**config.mk**
```make
export PLATFORM = sky130hd
export DESIGN_NAME = i2c_bus_arbiter_flat
export DESIGN_NICKNAME = d
export VERILOG_FILES = /design/src/rtl/i2c_bus_arbiter_if.sv /design/src/rtl/i2c_bus_arbiter.sv /design/src/flat_wrapper.sv
export SDC_FILE = /design/constraint.sdc
export NUM_CORES = 1
export LEC_CHECK = 0
export CORE_MARGIN = 2
export CORE_UTILIZATION = 55
export DETAILED_ROUTE_END_ITERATION = 10
export PLACE_DENSITY = 0.86
export SLEW_MARGIN = 20
export SYNTH_ARGS = -nofsm -noshare
export SYNTH_HDL_FRONTEND = slang
export SYNTH_SLANG_ARGS = --single-unit
```
**constraint.sdc**
```tcl
create_clock -name iCLK -period 5.54 [get_ports iCLK]
set_input_delay 1.108 -clock iCLK [delete_from_list [all_inputs] [get_ports iCLK]]
set_output_delay 1.108 -clock iCLK [all_outputs]
set_load 0.02 [all_outputs]
```
**src/rtl/i2c_bus_arbiter_if.sv**
```systemverilog
// Requester-side and controller-side signals of the I2C engine arbiter.
// The master modport is the arbiter; slave is the requesters plus the I2C_Controller.
interface i2c_bus_arbiter_if #(
    parameter int NREQ = 2
);
    logic [NREQ-1:0]      req;
    logic [24*NREQ-1:0]   req_data;
    logic [NREQ-1:0]      gnt;
    logic [NREQ-1:0]      done;
    logic                 err;
    logic                 busy;
    logic [23:0]          i2c_data;
    logic                 i2c_go;
    logic                 i2c_end;
    logic                 i2c_ack;

    modport master (
        input  req, req_data, i2c_end, i2c_ack,
        output gnt, done, err, busy, i2c_data, i2c_go
    );

    modport slave (
        output req, req_data, i2c_end, i2c_ack,
        input  gnt, done, err, busy, i2c_data, i2c_go
    );
endinterface

```
**src/rtl/i2c_bus_arbiter.sv**
```systemverilog
// Round-robin arbiter that shares one I2C_Controller between NREQ requesters.
// It issues one 24-bit transfer per grant, retries NACKs and aborts hung transfers.
module i2c_bus_arbiter #(
    parameter int NREQ       = 2,
    parameter int MAX_RETRY  = 3,
    parameter int GAP_CYCLES = 5000,
    parameter int TIMEOUT    = 200000
) (
    input  logic               iCLK,
    input  logic               iRST_N,
    i2c_bus_arbiter_if.master  bus
);
    localparam int IW = (NREQ > 1) ? $clog2(NREQ) : 1;
    localparam int TW = $clog2(TIMEOUT + 1);
    localparam int GW = (GAP_CYCLES > 1) ? $clog2(GAP_CYCLES + 1) : 1;
    localparam int RW = (MAX_RETRY > 0) ? $clog2(MAX_RETRY + 1) : 1;

    typedef enum logic [2:0] {
        IDLE, LAUNCH, WAIT_BUSY, WAIT_END, CHECK, GAP, FAIL, FINISH
    } state_t;

    state_t           state_q;
    logic [NREQ-1:0]  gnt_q;
    logic [NREQ-1:0]  done_q;
    logic             err_q;
    logic             go_q;
    logic [23:0]      data_q;
    logic [IW-1:0]    ptr_q;
    logic [IW-1:0]    win_q;
    logic [RW-1:0]    retry_q;
    logic [TW-1:0]    timer_q;
    logic [GW-1:0]    gap_q;
    logic             ack_q;
    logic             end_s1_q, end_s2_q;
    logic             ack_s1_q, ack_s2_q;

    logic [IW-1:0]    win_d;
    logic             any_d;
    logic [NREQ-1:0]  win_oh_d;

    // Search starts just after the last served requester so nobody can starve.
    always_comb begin
        win_d    = '0;
        any_d    = 1'b0;
        win_oh_d = '0;
        for (int k = 1; k <= NREQ; k++) begin
            if (!any_d && bus.req[(int'(ptr_q) + k) % NREQ]) begin
                any_d = 1'b1;
                win_d = IW'((int'(ptr_q) + k) % NREQ);
            end
        end
        win_oh_d[win_d] = 1'b1;
    end

    always_ff @(posedge iCLK or negedge iRST_N) begin
        if (!iRST_N) begin
            state_q  <= IDLE;
            gnt_q    <= '0;
            done_q   <= '0;
            err_q    <= 1'b0;
            go_q     <= 1'b0;
            data_q   <= '0;
            ptr_q    <= IW'(NREQ - 1);
            win_q    <= '0;
            retry_q  <= '0;
            timer_q  <= '0;
            gap_q    <= '0;
            ack_q    <= 1'b0;
            end_s1_q <= 1'b1;
            end_s2_q <= 1'b1;
            ack_s1_q <= 1'b0;
            ack_s2_q <= 1'b0;
        end else begin
            end_s1_q <= bus.i2c_end;
            end_s2_q <= end_s1_q;
            ack_s1_q <= bus.i2c_ack;
            ack_s2_q <= ack_s1_q;
            done_q   <= '0;
            case (state_q)
                IDLE: begin
                    if (any_d) begin
                        gnt_q   <= win_oh_d;
                        win_q   <= win_d;
                        data_q  <= bus.req_data[int'(win_d)*24 +: 24];
                        retry_q <= '0;
                        go_q    <= 1'b1;
                        state_q <= LAUNCH;
                    end
                end
                LAUNCH: begin
                    timer_q <= '0;
                    state_q <= WAIT_BUSY;
                end
                WAIT_BUSY: begin
                    if (!end_s2_q) begin
                        timer_q <= '0;
                        state_q <= WAIT_END;
                    end else if (timer_q == TW'(TIMEOUT)) begin
                        go_q    <= 1'b0;
                        state_q <= FAIL;
                    end else begin
                        timer_q <= timer_q + TW'(1);
                    end
                end
                WAIT_END: begin
                    if (end_s2_q) begin
                        go_q    <= 1'b0;
                        ack_q   <= ack_s2_q;
                        state_q <= CHECK;
                    end else if (timer_q == TW'(TIMEOUT)) begin
                        go_q    <= 1'b0;
                        state_q <= FAIL;
                    end else begin
                        timer_q <= timer_q + TW'(1);
                    end
                end
                CHECK: begin
                    if (!ack_q) begin
                        err_q   <= 1'b0;
                        done_q  <= gnt_q;
                        state_q <= FINISH;
                    end else if (retry_q < RW'(MAX_RETRY)) begin
                        retry_q <= retry_q + RW'(1);
                        gap_q   <= '0;
                        state_q <= GAP;
                    end else begin
                        err_q   <= 1'b1;
                        done_q  <= gnt_q;
                        state_q <= FINISH;
                    end
                end
                // CHECK already kept GO low for one cycle, so the gap is at least GAP_CYCLES.
                GAP: begin
                    if (gap_q == GW'(GAP_CYCLES - 1)) begin
                        go_q    <= 1'b1;
                        state_q <= LAUNCH;
                    end else begin
                        gap_q <= gap_q + GW'(1);
                    end
                end
                FAIL: begin
                    go_q    <= 1'b0;
                    err_q   <= 1'b1;
                    done_q  <= gnt_q;
                    state_q <= FINISH;
                end
                FINISH: begin
                    gnt_q   <= '0;
                    ptr_q   <= win_q;
                    state_q <= IDLE;
                end
                default: state_q <= IDLE;
            endcase
        end
    end

    assign bus.gnt      = gnt_q;
    assign bus.done     = done_q;
    assign bus.err      = err_q;
    assign bus.busy     = (state_q != IDLE);
    assign bus.i2c_data = data_q;
    assign bus.i2c_go   = go_q;
endmodule
```
**src/flat_wrapper.sv**
```systemverilog
// flat-port wrapper written by rule: the top's interface ports become plain ports
module i2c_bus_arbiter_flat 
#(
    parameter int NREQ       = 2,
    parameter int MAX_RETRY  = 3,
    parameter int GAP_CYCLES = 5000,
    parameter int TIMEOUT    = 200000
)
  (iCLK, iRST_N, bus_req, bus_req_data, bus_i2c_end, bus_i2c_ack, bus_gnt, bus_done, bus_err, bus_busy, bus_i2c_data, bus_i2c_go);
  i2c_bus_arbiter_if #(.NREQ(NREQ)) bus_i ();
  input  logic iCLK;
  input  logic iRST_N;
  input wire logic [$bits(bus_i.req)-1:0] bus_req;
  input wire logic [$bits(bus_i.req_data)-1:0] bus_req_data;
  input wire logic [$bits(bus_i.i2c_end)-1:0] bus_i2c_end;
  input wire logic [$bits(bus_i.i2c_ack)-1:0] bus_i2c_ack;
  output wire logic [$bits(bus_i.gnt)-1:0] bus_gnt;
  output wire logic [$bits(bus_i.done)-1:0] bus_done;
  output wire logic [$bits(bus_i.err)-1:0] bus_err;
  output wire logic [$bits(bus_i.busy)-1:0] bus_busy;
  output wire logic [$bits(bus_i.i2c_data)-1:0] bus_i2c_data;
  output wire logic [$bits(bus_i.i2c_go)-1:0] bus_i2c_go;
  assign bus_i.req = bus_req;
  assign bus_i.req_data = bus_req_data;
  assign bus_i.i2c_end = bus_i2c_end;
  assign bus_i.i2c_ack = bus_i2c_ack;
  assign bus_gnt = bus_i.gnt;
  assign bus_done = bus_i.done;
  assign bus_err = bus_i.err;
  assign bus_busy = bus_i.busy;
  assign bus_i2c_data = bus_i.i2c_data;
  assign bus_i2c_go = bus_i.i2c_go;
  i2c_bus_arbiter #(.NREQ(NREQ), .MAX_RETRY(MAX_RETRY), .GAP_CYCLES(GAP_CYCLES), .TIMEOUT(TIMEOUT)) u_core (.iCLK(iCLK), .iRST_N(iRST_N), .bus(bus_i));
endmodule
```
==> impl_metrics.py <==
metrics = {
    "logic_synthesis": {
        "syn_nets": 460,
        "synth_area_sq_um": 3837,
        "syn_area_per_cell_sq_um": 9.546,
        "async_reset_ff_share_pct": 100.0,
        "synth_edf_count": 0,
        "synthMuxAreaShare_pct": 8.934,
        "synth_cell_types": 59,
        "synth-seq-cells": 73,
        "synth_flop_cell": "dfrtp_1",
        "synth_top_area_cell": "dfrtp_1",
        "synth_top_area_share_pct": 45.65,
        "synth_xor_area_share_pct": 1.598,
        "synth_area_leaders": "dfrtp_1 46%, mux2i_1 8.3%, nand2_1 6.1%",
        "synth-compound-area-share_pct": 14.35,
        "synth_top_family_by_area": "simple AND/OR/NAND/NOR gates",
        "yosysSeqAreaShare_pct": 47.70,
        "synthAdderAreaFrac_pct": 1.304,
        "ys.warnings.count": 0,
        "synth_cells": 402,
        "synthSimpleGateAreaFrac_pct": 22.92,
    },
    "sta": {
        "hold_slack_ps": 353.4,
        "max_freq_mhz": 287.7,
        "fin_crit_sh_pct": 62.74,
        "tightest_slew_ps": 1103,
        "slew_violations": 0,
        "finalCriticalPeriod_ps": 3476,
        "finalSetupViolCount": 0,
        "relSlewSlack_pct": 26.27,
        "rsz0062_at_grt": "false",
        "skew_ps": 7.092,
        "final-hold-violation-count": 0,
        "setup_tns_ps": 0,
    },
    "critical_path": {
        "worstPathMaxFanout": 23,
        "worstSetupPathType": "reg2out",
        "cp-startpoint": "u_core.state_q[1]",
        "reg2reg_from": "u_core.state_q[1]",
        "slowest_stage": "nor3_1",
        "cp_data_arrival_time_ps": 2370,
        "cp_data_required_time_ps": 4430,
        "path_cells": "nor3_1, inv_1, clkdlybuf4s50_1",
        "slowest_delay_ps": 740,
        "start_kind": "register",
        "worst_setup_path_end_kind": "output pin",
    },
    "clock_tree": {
        "cts.repair.resized": 0,
        "cts_buffer_depth": 2,
        "cts.sinks": 73,
        "cts.reportedPaths.clkPinSlew_ps": 80,
        "cts_hold_buffers": 0,
        "clock_latency_ps": 340,
        "numCtsBuffers": 9,
        "cts_max_level": 3,
        "cts_tree": "yes",
        "cts_root_buf": "clkbuf_8",
        "cts_setup_buffers": 0,
    },
    "global_route": {
        "grt-busiest-layer": "met2",
        "grt-ovfl-total": 0,
        "grt.met2_usage_pct": 40.98,
        "grt_util_met1_pct": 31.68,
        "grt_pass1_vias": 3313,
        "grt_usage_pct": 24.38,
        "antenna_found_initial": 0,
        "grt_max_degree": 74,
        "grt_pass1_wl_microns": 14900,
        "gr-usage-met3_pct": 4.336,
    },
    "pwr": {
        "internal_power_mw": 1.393,
        "pwr-share-clk_pct": 22.6,
        "leakage_nw": 2.146,
        "switching_share_pct": 37.83,
        "total_power_mw": 2.240,
        "p_per_area_nw_per_um2": 449.7,
        "seqPwrFrac_pct": 37.5,
        "vdd_drop_max_uv": 278.2,
        "switchingPower_mw": 0.8473,
        "comb_power_share_pct": 39.8,
    },
    "route": {
        "routed_via_density": 5.955,
        "drtAntennaViolNets": 0,
        "drt-total-wl_microns": 9115,
        "drc": 0,
        "drtIter0Drc": 144,
        "drt-pass1-iter-count": 4,
        "routedWlPerCell_microns": 16.25,
        "vias": 3341,
    },
    "layout": {
        "drive_gt1_share_pct": 6.861,
        "final_nets": 534,
        "final_cell_mix": "83 x clkdlybuf4s50_1, 70 x dfrtp_1, 62 x nand2_1",
        "antennaDiodeCount": 0,
        "mostFrequentLayoutCell": "clkdlybuf4s50_1",
        "area_growth_syn_to_layout_pct": 29.80,
        "design_area_sq_um": 4981,
    },
    "placed_design": {
        "io_buffers": 84,
        "dp_hpwl_microns": 6251,
        "gp_congestion": 0.9008,
        "place_area_sq_um": 4706,
    },
    "run_status": {
        "status": "complete, no violations",
    },
    "die": {
        "placementRows": 30,
        "ios": 85,
        "die_w_microns": 87.53,
        "die_area_sq_um": 7662,
        "die_h_microns": 87.53,
        "start_util_pct": 56.80,
        "core-area_sq_um": 6756,
    },
    "worst_hold_path": {
        "min_from": "u_core.ack_s1_q",
        "hold_path_class": "reg2reg",
    },
    "flow_run": {
        "max_cap_viol_count": 0,
    },
}
-- metrics by stage --
stage	util [%]	instances	setup WS [ps]
after floorplan	-	402	3177
after global routing	73.72	561	1946
after global placement	69.65	544	2427
after detailed placement	69.65	544	2379
final	73.72	561	2064
after CTS	73.31	560	2087
-- cells by family after synthesis --
logic type	count (synthesis)
adders and majority gates	4
buffers and inverters	30
and+or+nand+nor	166
DFF	73
muxes	34
xor gates and xnor gates	7
AOI/OAI and AO/OA	88
-- routing by layer --
layer | vias up | wire [microns]
met2 | 87 | 4807
met3 | 12 | 369
met4 | 0 | 142
met5 | - | 0
met1 | 1630 | 3796
li1 | 1612 | -
-- Yosys cell counts, drive strengths merged (3+ instances only) --
cell type / count
dfrtp: 70
nand2: 62
o21ai: 34
mux2i: 32
nand3: 24
a21oi: 20
clkbuf: 15
nor2: 15
or4: 11
nand4: 9
nor3: 9
inv: 8
buf: 7
nand2b: 7
o31ai: 6
o211ai: 5
and2: 4
ha: 4
nor4b: 4
or4b: 4
xnor2: 4
and3: 3
dfstp: 3
or3: 3
xor2: 3
-- registers in the layout, summed over array words and instances (netlist names) --
signal and flops:
u_core.ack_s1_q 1, u_core.win_q 1, u_core.gap_q 13, u_core.end_s1_q 1
u_core.bus.done 2, u_core.bus.i2c_go 1, u_core.bus.err 1, u_core.bus.gnt 2
u_core.end_s2_q 1, u_core.retry_q 2, u_core.ptr_q 1, u_core.state_q 3
u_core.ack_s2_q 1, u_core.ack_q 1, u_core.bus.i2c_data 24, u_core.timer_q 18
-- critical path: cells and delay by family (launching register included) --
| kind | cells | cell delay [ps] |
|---|---|---|
| buffers and inverters | 2 | 650 |
| flip-flops | 1 | 640 |
| AND/OR/NAND/NOR | 1 | 740 |
-- layout make-up --
| cell class | count | area [sq um] |
|---|---|---|
| inverter | 8 | 30.03 |
| multi-input combinational | 299 | 1907 |
| fill | 486 | 1775 |
| clock inverter | 3 | 68.82 |
| sequential | 73 | 1831 |
| tap | 80 | 100.1 |
| timing repair buffer | 85 | 865.8 |
| clock buffer | 13 | 178.9 |
-- power groups by stage --
stage | clock network (mW) | logic (mW) | registers [mW]
5_1_grt | 0.537 | 0.984 | 0.862
2_1_floorplan | 0 | 0.457 | 0.897
4_1_cts | 0.511 | 0.880 | 0.837
3_5_place_dp | 0 | 0.873 | 0.847
6_report | 0.507 | 0.892 | 0.840
3_3_place_gp | 0 | 0.850 | 0.838
-- path summary, 6_finish.rpt --
| kind | end | slack, ps | cells past startpoint |
|---|---|---|---|
| hold reg to reg | u_core.ack_s2_q | 350 | 0 |
| setup reg to reg | u_core.bus.gnt[1] | 3170 | 5 |
| hold / removal | u_core.ack_s2_q | 350 | 0 |
| min in group asynchronous | u_core.timer_q[13] | 890 | 1 |
| setup / recovery | bus_busy | 2060 | 3 |
| max in group asynchronous | u_core.bus.i2c_data[12] | 4070 | 1 |
(Power assumes the default switching activity.)
